File: src/rtl/pc_sequencer_if.sv
// Control/status bundle between a PC consumer (master) and the pc_sequencer (slave).
// The master drives the fetch-control requests; the sequencer returns PC and status.
interface pc_sequencer_if #(
  parameter int PC_WIDTH  = 5,
  parameter int CNT_WIDTH = 16
);
  logic                 start;
  logic [PC_WIDTH-1:0]  start_pc;
  logic                 stall;
  logic                 jump;
  logic [PC_WIDTH-1:0]  jump_target;
  logic                 branch_taken;
  logic [PC_WIDTH-1:0]  branch_offset;
  logic                 halt_req;
  logic [PC_WIDTH-1:0]  pc;
  logic                 pc_valid;
  logic                 halted;
  logic [CNT_WIDTH-1:0] retired;

  modport master (
    output start, start_pc, stall, jump, jump_target, branch_taken, branch_offset, halt_req,
    input  pc, pc_valid, halted, retired
  );

  modport slave (
    input  start, start_pc, stall, jump, jump_target, branch_taken, branch_offset, halt_req,
    output pc, pc_valid, halted, retired
  );
endinterface

File: src/rtl/pc_sequencer.sv
// Program-counter sequencer: linear fetch, jump/branch redirects, stall, halt,
// and a saturating retired-instruction counter. All outputs are registered.
module pc_sequencer #(
  parameter int PC_WIDTH  = 5,
  parameter int RESET_PC  = 0,
  parameter int CNT_WIDTH = 16,
  parameter bit WRAP      = 1'b1
) (
  input  logic           clk,
  input  logic           reset,
  pc_sequencer_if.slave  bus
);

  typedef enum logic [1:0] {
    ST_IDLE = 2'd0,
    ST_RUN  = 2'd1,
    ST_HALT = 2'd2
  } state_e;

  localparam logic [PC_WIDTH-1:0]  PC_ONE     = PC_WIDTH'(1);
  localparam logic [PC_WIDTH-1:0]  PC_MAX     = '1;
  localparam logic [PC_WIDTH-1:0]  RESET_PC_V = PC_WIDTH'(RESET_PC);
  localparam logic [CNT_WIDTH-1:0] CNT_ONE    = CNT_WIDTH'(1);
  localparam logic [CNT_WIDTH-1:0] CNT_MAX    = '1;

  state_e               state_q, state_d;
  logic [PC_WIDTH-1:0]  pc_q, pc_d;
  logic [CNT_WIDTH-1:0] retired_q, retired_d;
  logic                 pc_valid_q, halted_q;
  logic [CNT_WIDTH-1:0] retired_inc;

  // The counter sticks at its maximum rather than rolling over.
  assign retired_inc = (retired_q == CNT_MAX) ? retired_q : retired_q + CNT_ONE;

  always_comb begin
    // NOTE: every next-state variable gets a default first so no path leaves it unassigned (no latch).
    state_d   = state_q;
    pc_d      = pc_q;
    retired_d = retired_q;

    unique case (state_q)
      ST_IDLE, ST_HALT: begin
        if (bus.start) begin
          state_d   = ST_RUN;
          pc_d      = bus.start_pc;
          retired_d = '0;
        end
      end
      ST_RUN: begin
        // halt_req outranks stall; a stalled cycle retires nothing and drops redirects.
        if (bus.halt_req) begin
          state_d   = ST_HALT;
          retired_d = retired_inc;
        end else if (!bus.stall) begin
          retired_d = retired_inc;
          if (bus.jump) begin
            pc_d = bus.jump_target;
          end else if (bus.branch_taken) begin
            pc_d = pc_q + PC_ONE + bus.branch_offset;
          end else if (!WRAP && (pc_q == PC_MAX)) begin
            state_d = ST_HALT;
          end else begin
            pc_d = pc_q + PC_ONE;
          end
        end
      end
      default: state_d = ST_IDLE;
    endcase
  end

  always_ff @(posedge clk) begin
    // NOTE: sequential state uses non-blocking assignments so all registers update from pre-edge values.
    if (reset) begin
      state_q    <= ST_IDLE;
      pc_q       <= RESET_PC_V;
      retired_q  <= '0;
      pc_valid_q <= 1'b0;
      halted_q   <= 1'b0;
    end else begin
      state_q    <= state_d;
      pc_q       <= pc_d;
      retired_q  <= retired_d;
      pc_valid_q <= (state_d == ST_RUN);
      halted_q   <= (state_d == ST_HALT);
    end
  end

  assign bus.pc       = pc_q;
  assign bus.pc_valid = pc_valid_q;
  assign bus.halted   = halted_q;
  assign bus.retired  = retired_q;

endmodule
File: src/flat_wrapper.sv
// flat-port wrapper written by rule: the top's interface ports become plain ports
module pc_sequencer_flat 
#(
  parameter int PC_WIDTH  = 5,
  parameter int RESET_PC  = 0,
  parameter int CNT_WIDTH = 16,
  parameter bit WRAP      = 1'b1
)
  (clk, reset, bus_start, bus_start_pc, bus_stall, bus_jump, bus_jump_target, bus_branch_taken, bus_branch_offset, bus_halt_req, bus_pc, bus_pc_valid, bus_halted, bus_retired);
  pc_sequencer_if #(.PC_WIDTH(PC_WIDTH), .CNT_WIDTH(CNT_WIDTH)) bus_i ();
  input  logic clk;
  input  logic reset;
  input wire logic [$bits(bus_i.start)-1:0] bus_start;
  input wire logic [$bits(bus_i.start_pc)-1:0] bus_start_pc;
  input wire logic [$bits(bus_i.stall)-1:0] bus_stall;
  input wire logic [$bits(bus_i.jump)-1:0] bus_jump;
  input wire logic [$bits(bus_i.jump_target)-1:0] bus_jump_target;
  input wire logic [$bits(bus_i.branch_taken)-1:0] bus_branch_taken;
  input wire logic [$bits(bus_i.branch_offset)-1:0] bus_branch_offset;
  input wire logic [$bits(bus_i.halt_req)-1:0] bus_halt_req;
  output wire logic [$bits(bus_i.pc)-1:0] bus_pc;
  output wire logic [$bits(bus_i.pc_valid)-1:0] bus_pc_valid;
  output wire logic [$bits(bus_i.halted)-1:0] bus_halted;
  output wire logic [$bits(bus_i.retired)-1:0] bus_retired;
  assign bus_i.start = bus_start;
  assign bus_i.start_pc = bus_start_pc;
  assign bus_i.stall = bus_stall;
  assign bus_i.jump = bus_jump;
  assign bus_i.jump_target = bus_jump_target;
  assign bus_i.branch_taken = bus_branch_taken;
  assign bus_i.branch_offset = bus_branch_offset;
  assign bus_i.halt_req = bus_halt_req;
  assign bus_pc = bus_i.pc;
  assign bus_pc_valid = bus_i.pc_valid;
  assign bus_halted = bus_i.halted;
  assign bus_retired = bus_i.retired;
  pc_sequencer #(.PC_WIDTH(PC_WIDTH), .RESET_PC(RESET_PC), .CNT_WIDTH(CNT_WIDTH), .WRAP(WRAP)) u_core (.clk(clk), .reset(reset), .bus(bus_i));
endmodule
File: config.mk
export PLATFORM = sky130hd
export DESIGN_NAME = pc_sequencer_flat
export DESIGN_NICKNAME = d
export VERILOG_FILES = /design/src/rtl/pc_sequencer_if.sv /design/src/rtl/pc_sequencer.sv /design/src/flat_wrapper.sv
export SDC_FILE = /design/constraint.sdc
export NUM_CORES = 1
export LEC_CHECK = 0
export ABC_AREA = 0
export BUFFER_PORTS_ARGS = -buffer_cell sky130_fd_sc_hd__buf_2
export CAP_MARGIN = 20
export CORE_MARGIN = 2
export CORE_UTILIZATION = 51
export DETAILED_ROUTE_END_ITERATION = 8
export GPL_ROUTABILITY_DRIVEN = 0
export PLACE_DENSITY = 0.91
export SKIP_CTS_REPAIR_TIMING = 1
export SYNTH_ARGS = -nofsm -noshare
export SYNTH_HDL_FRONTEND = slang
export SYNTH_SLANG_ARGS = --single-unit
File: constraint.sdc
create_clock -name clk -period 2.4 [get_ports clk]
set_clock_uncertainty 0.05 [all_clocks]
set_input_delay 0.48 -clock clk [delete_from_list [all_inputs] [get_ports clk]]
set_output_delay 0.48 -clock clk [all_outputs]
set_load 0.01 [all_outputs]
==> metrics <==
pin count of the biggest net entering global routing=15; All-Layer GR Usage=21.2%; number of synthesized flops with an enable pin=0; max cap viols=0; Synth Area in Simple Gates=27.0%; Placed Cells=246; Most used DFF post-synth=dfxtp_1; TritonCTS clock tree=done; minimum clock period=2.22 ns; Setup crit start kind=flip-flop; area grow syn2layout=18.0%; die width=58.1 um; Antenna diodes=0; largest family of logic cells by synthesized area=simple AND/OR/NAND/NOR gates; crit path cell chain=ha_1 > xor2_1 > ha_1 > a21oi_1 > nand2_1 > xnor2_1 > o31a_1 > o41ai_1; P_leak=0.778 nW; 1st-iter DRT viols=47; Final Max Slew Viols=0; first-pass GRT wire length=5.62 mm; fin cells=250; initial antenna violation count=0; post-route setup slack=0.176 ns; DR pass1 iterations=4; Synth Instances=176; Synth Area in Adders=7.22%; Critical-path top delay cell=dfxtp_1; fillers=242; xor and xnor area share after synthesis=7.64%; total CTS buffers=3; vias after detailed routing=1,454; vias in the first global route=1,362; WP buf/inv=0; fraction of synthesized area in multiplexers=2.69%; DRC violations left=0; latest clock arrival within the worst-skew pair=0.32 ns; Avg Cell Area, Syn=8.47 um^2; crit path DAT=2.41 ns; Final setup viols=0; Reg clk slew, reported paths=0.14 ns; Fin Setup TNS=0 ns; fin nets=250; Post-DRT Antenna Nets=0; Synth cell types=45; Hold Path Class=input pin to flip-flop; Mapped Area=1490 um^2; clock root buffer=clkbuf_4; H-tree depth=1; Initial Util=54.0%; core area=2760 um^2; final hold violation count=0; CP max FO=5; Cell Pwr Density=462 nW/um^2; die area=3370 um^2; Highest Clock Rate=450 MHz; routed len/inst=13.3 um; Seq/Total Area, Yosys=33.6%; dpl cell area=1730 um^2; Max clock buf depth=2; number of port buffers=44; CP Capture Type=flip-flop; row cnt=19; drt via density=5.82; fin crit share=92.7%; most used cell, CP=ha_1; DP HPWL=2.57 mm; maximum vdd drop=0.441 mV; Yosys warning count=0; most area-hungry cell type in the Yosys netlist=dfxtp_1; Routed WL=3.32 mm; GRT overflow=0; top cells by area, synth=dfxtp_1 34%, ha_1 5.9%, xnor2_1 5.9%; worst-margin pin slew=0.530 ns; required time of the critical path=2.59 ns; Max-slew headroom=64.4%; I/O Pins=45; outcome=complete, no violations; pre-CTS WS=0.182 ns; net count after synthesis=206; Design Area, Final=1760 um^2; RSZ-0062 raised after global routing=no; share of cells above drive strength 1=25.6%; crit-path leading delay family=compound AO/OA/AOI/OAI gates; post-synthesis compound-gate area fraction=18.9%; synthesis-stage register bit count=25; critical path class=flip-flop to flip-flop; die height=58.1 um; Worst path max stage delay=0.42 ns; FFs w/ async S/R, synth=0%; total clock sinks=25; area share of the leading cell type in the synthesized netlist=33.6%
==> power breakdown <==
| part | internal (W) | switching, W |
|---|---|---|
| clock | 0.0000624 | 0.000125 |
| sequential | 0.000429 | 0.0000134 |
| combinational | 0.0000804 | 0.000102 |
| total | 0.000572 | 0.000241 |
==> final cells by class <==
type / instances / area, um^2 / area share, %
multi-input combinational: 139 / 945 / 53.7
clock inverter: 1 / 5.00 / 0.285
sequential: 25 / 500 / 28.5
timing repair buffer: 44 / 220 / 12.5
clock buffer: 3 / 22.5 / 1.28
inverter: 7 / 26.3 / 1.49
tap: 31 / 38.8 / 2.21
==> worst paths after layout <==
kind / cells after the start / slack, ns / end / from
worst max-delay path: 8 / 0.18 / u_core.bus.pc[3]$_SDFFE_PP0P_ / u_core.bus.pc[0]$_SDFFE_PP0P_
worst min-delay path: 3 / 0.36 / u_core.bus.pc[1]$_SDFFE_PP0P_ / bus_start_pc[1]
worst max register to register: 8 / 0.18 / u_core.bus.pc[3]$_SDFFE_PP0P_ / u_core.bus.pc[0]$_SDFFE_PP0P_
worst min register to register: 2 / 0.45 / u_core.bus.retired[15]$_SDFFE_PP0P_ / u_core.bus.retired[15]$_SDFFE_PP0P_
==> cell usage after synthesis, types with 2 or more instances <==
| master | count |
|---|---|
| nand3_1 | 10 |
| o21a_1 | 2 |
| inv_1 | 7 |
| a21oi_1 | 11 |
| nand2b_1 | 5 |
| a311oi_1 | 2 |
| or3_1 | 2 |
| nor2_1 | 21 |
| a31oi_1 | 4 |
| nand2_1 | 11 |
| o21ai_0 | 6 |
| xor2_1 | 3 |
| nor4_1 | 3 |
| dfxtp_1 | 25 |
| a211oi_1 | 6 |
| nand4_1 | 2 |
| ha_1 | 7 |
| mux2i_1 | 4 |
| clkbuf_1 | 5 |
| nor3_1 | 6 |
| xnor2_1 | 10 |
==> placed cells by master, fill, tap and decap left out, types with 3 or more instances in the layout <==
cell / count
clkbuf_4: 3
buf_2: 44
xnor2_1: 10
nand3_1: 10
a21oi_1: 11
nand2_1: 11
nor2_1: 21
nor3_1: 6
a211oi_1: 6
nor4_1: 3
dfxtp_1: 25
inv_1: 7
nand2b_1: 5
xor2_1: 3
ha_1: 7
a31oi_1: 4
mux2i_1: 4
o21ai_0: 6
==> registers in the layout, indices dropped and copies added (netlist names) <==
signal,flops
u_core.bus.pc_valid,1
u_core.bus.halted,1
u_core.bus.retired,16
u_core.state_q,2
u_core.bus.pc,5
==> per-layer routing <==
layer | wire [um] | track usage, % | part of all wire (%) | vias up
met3 | 122 | 3.13 | 3.7 | 5
met1 | 1430 | 24.6 | 43 | 694
met2 | 1720 | 38.1 | 52 | 28
met4 | 46 | 9.30 | 1.4 | 0
met5 | 0 | 0 | 0 | -
li1 | - | - | - | 727
==> worst min-delay path, cell delays in order <==
cell and delay, ns:
buf_2 0.09, nand2_1 0.05, a311oi_1 0.08
==> through the flow <==
step	utilization, %	power [W]	hold slack, ns
6_report	63.7	0.000813	0.355
2_1_floorplan	-	0.000575	0.458
5_1_grt	63.7	0.000859	0.389
3_5_place_dp	62.7	0.000634	0.435
4_1_cts	63.7	0.000818	0.352
3_3_place_gp	62.7	0.000627	0.435
==> kinds of logic after synthesis <==
family / count (synthesis)
simple gates: 73
buf+inv: 12
xor+xnor: 13
flops: 25
fa+ha+maj: 8
mux: 4
compound gates: 41
(Power assumes the default switching activity.)
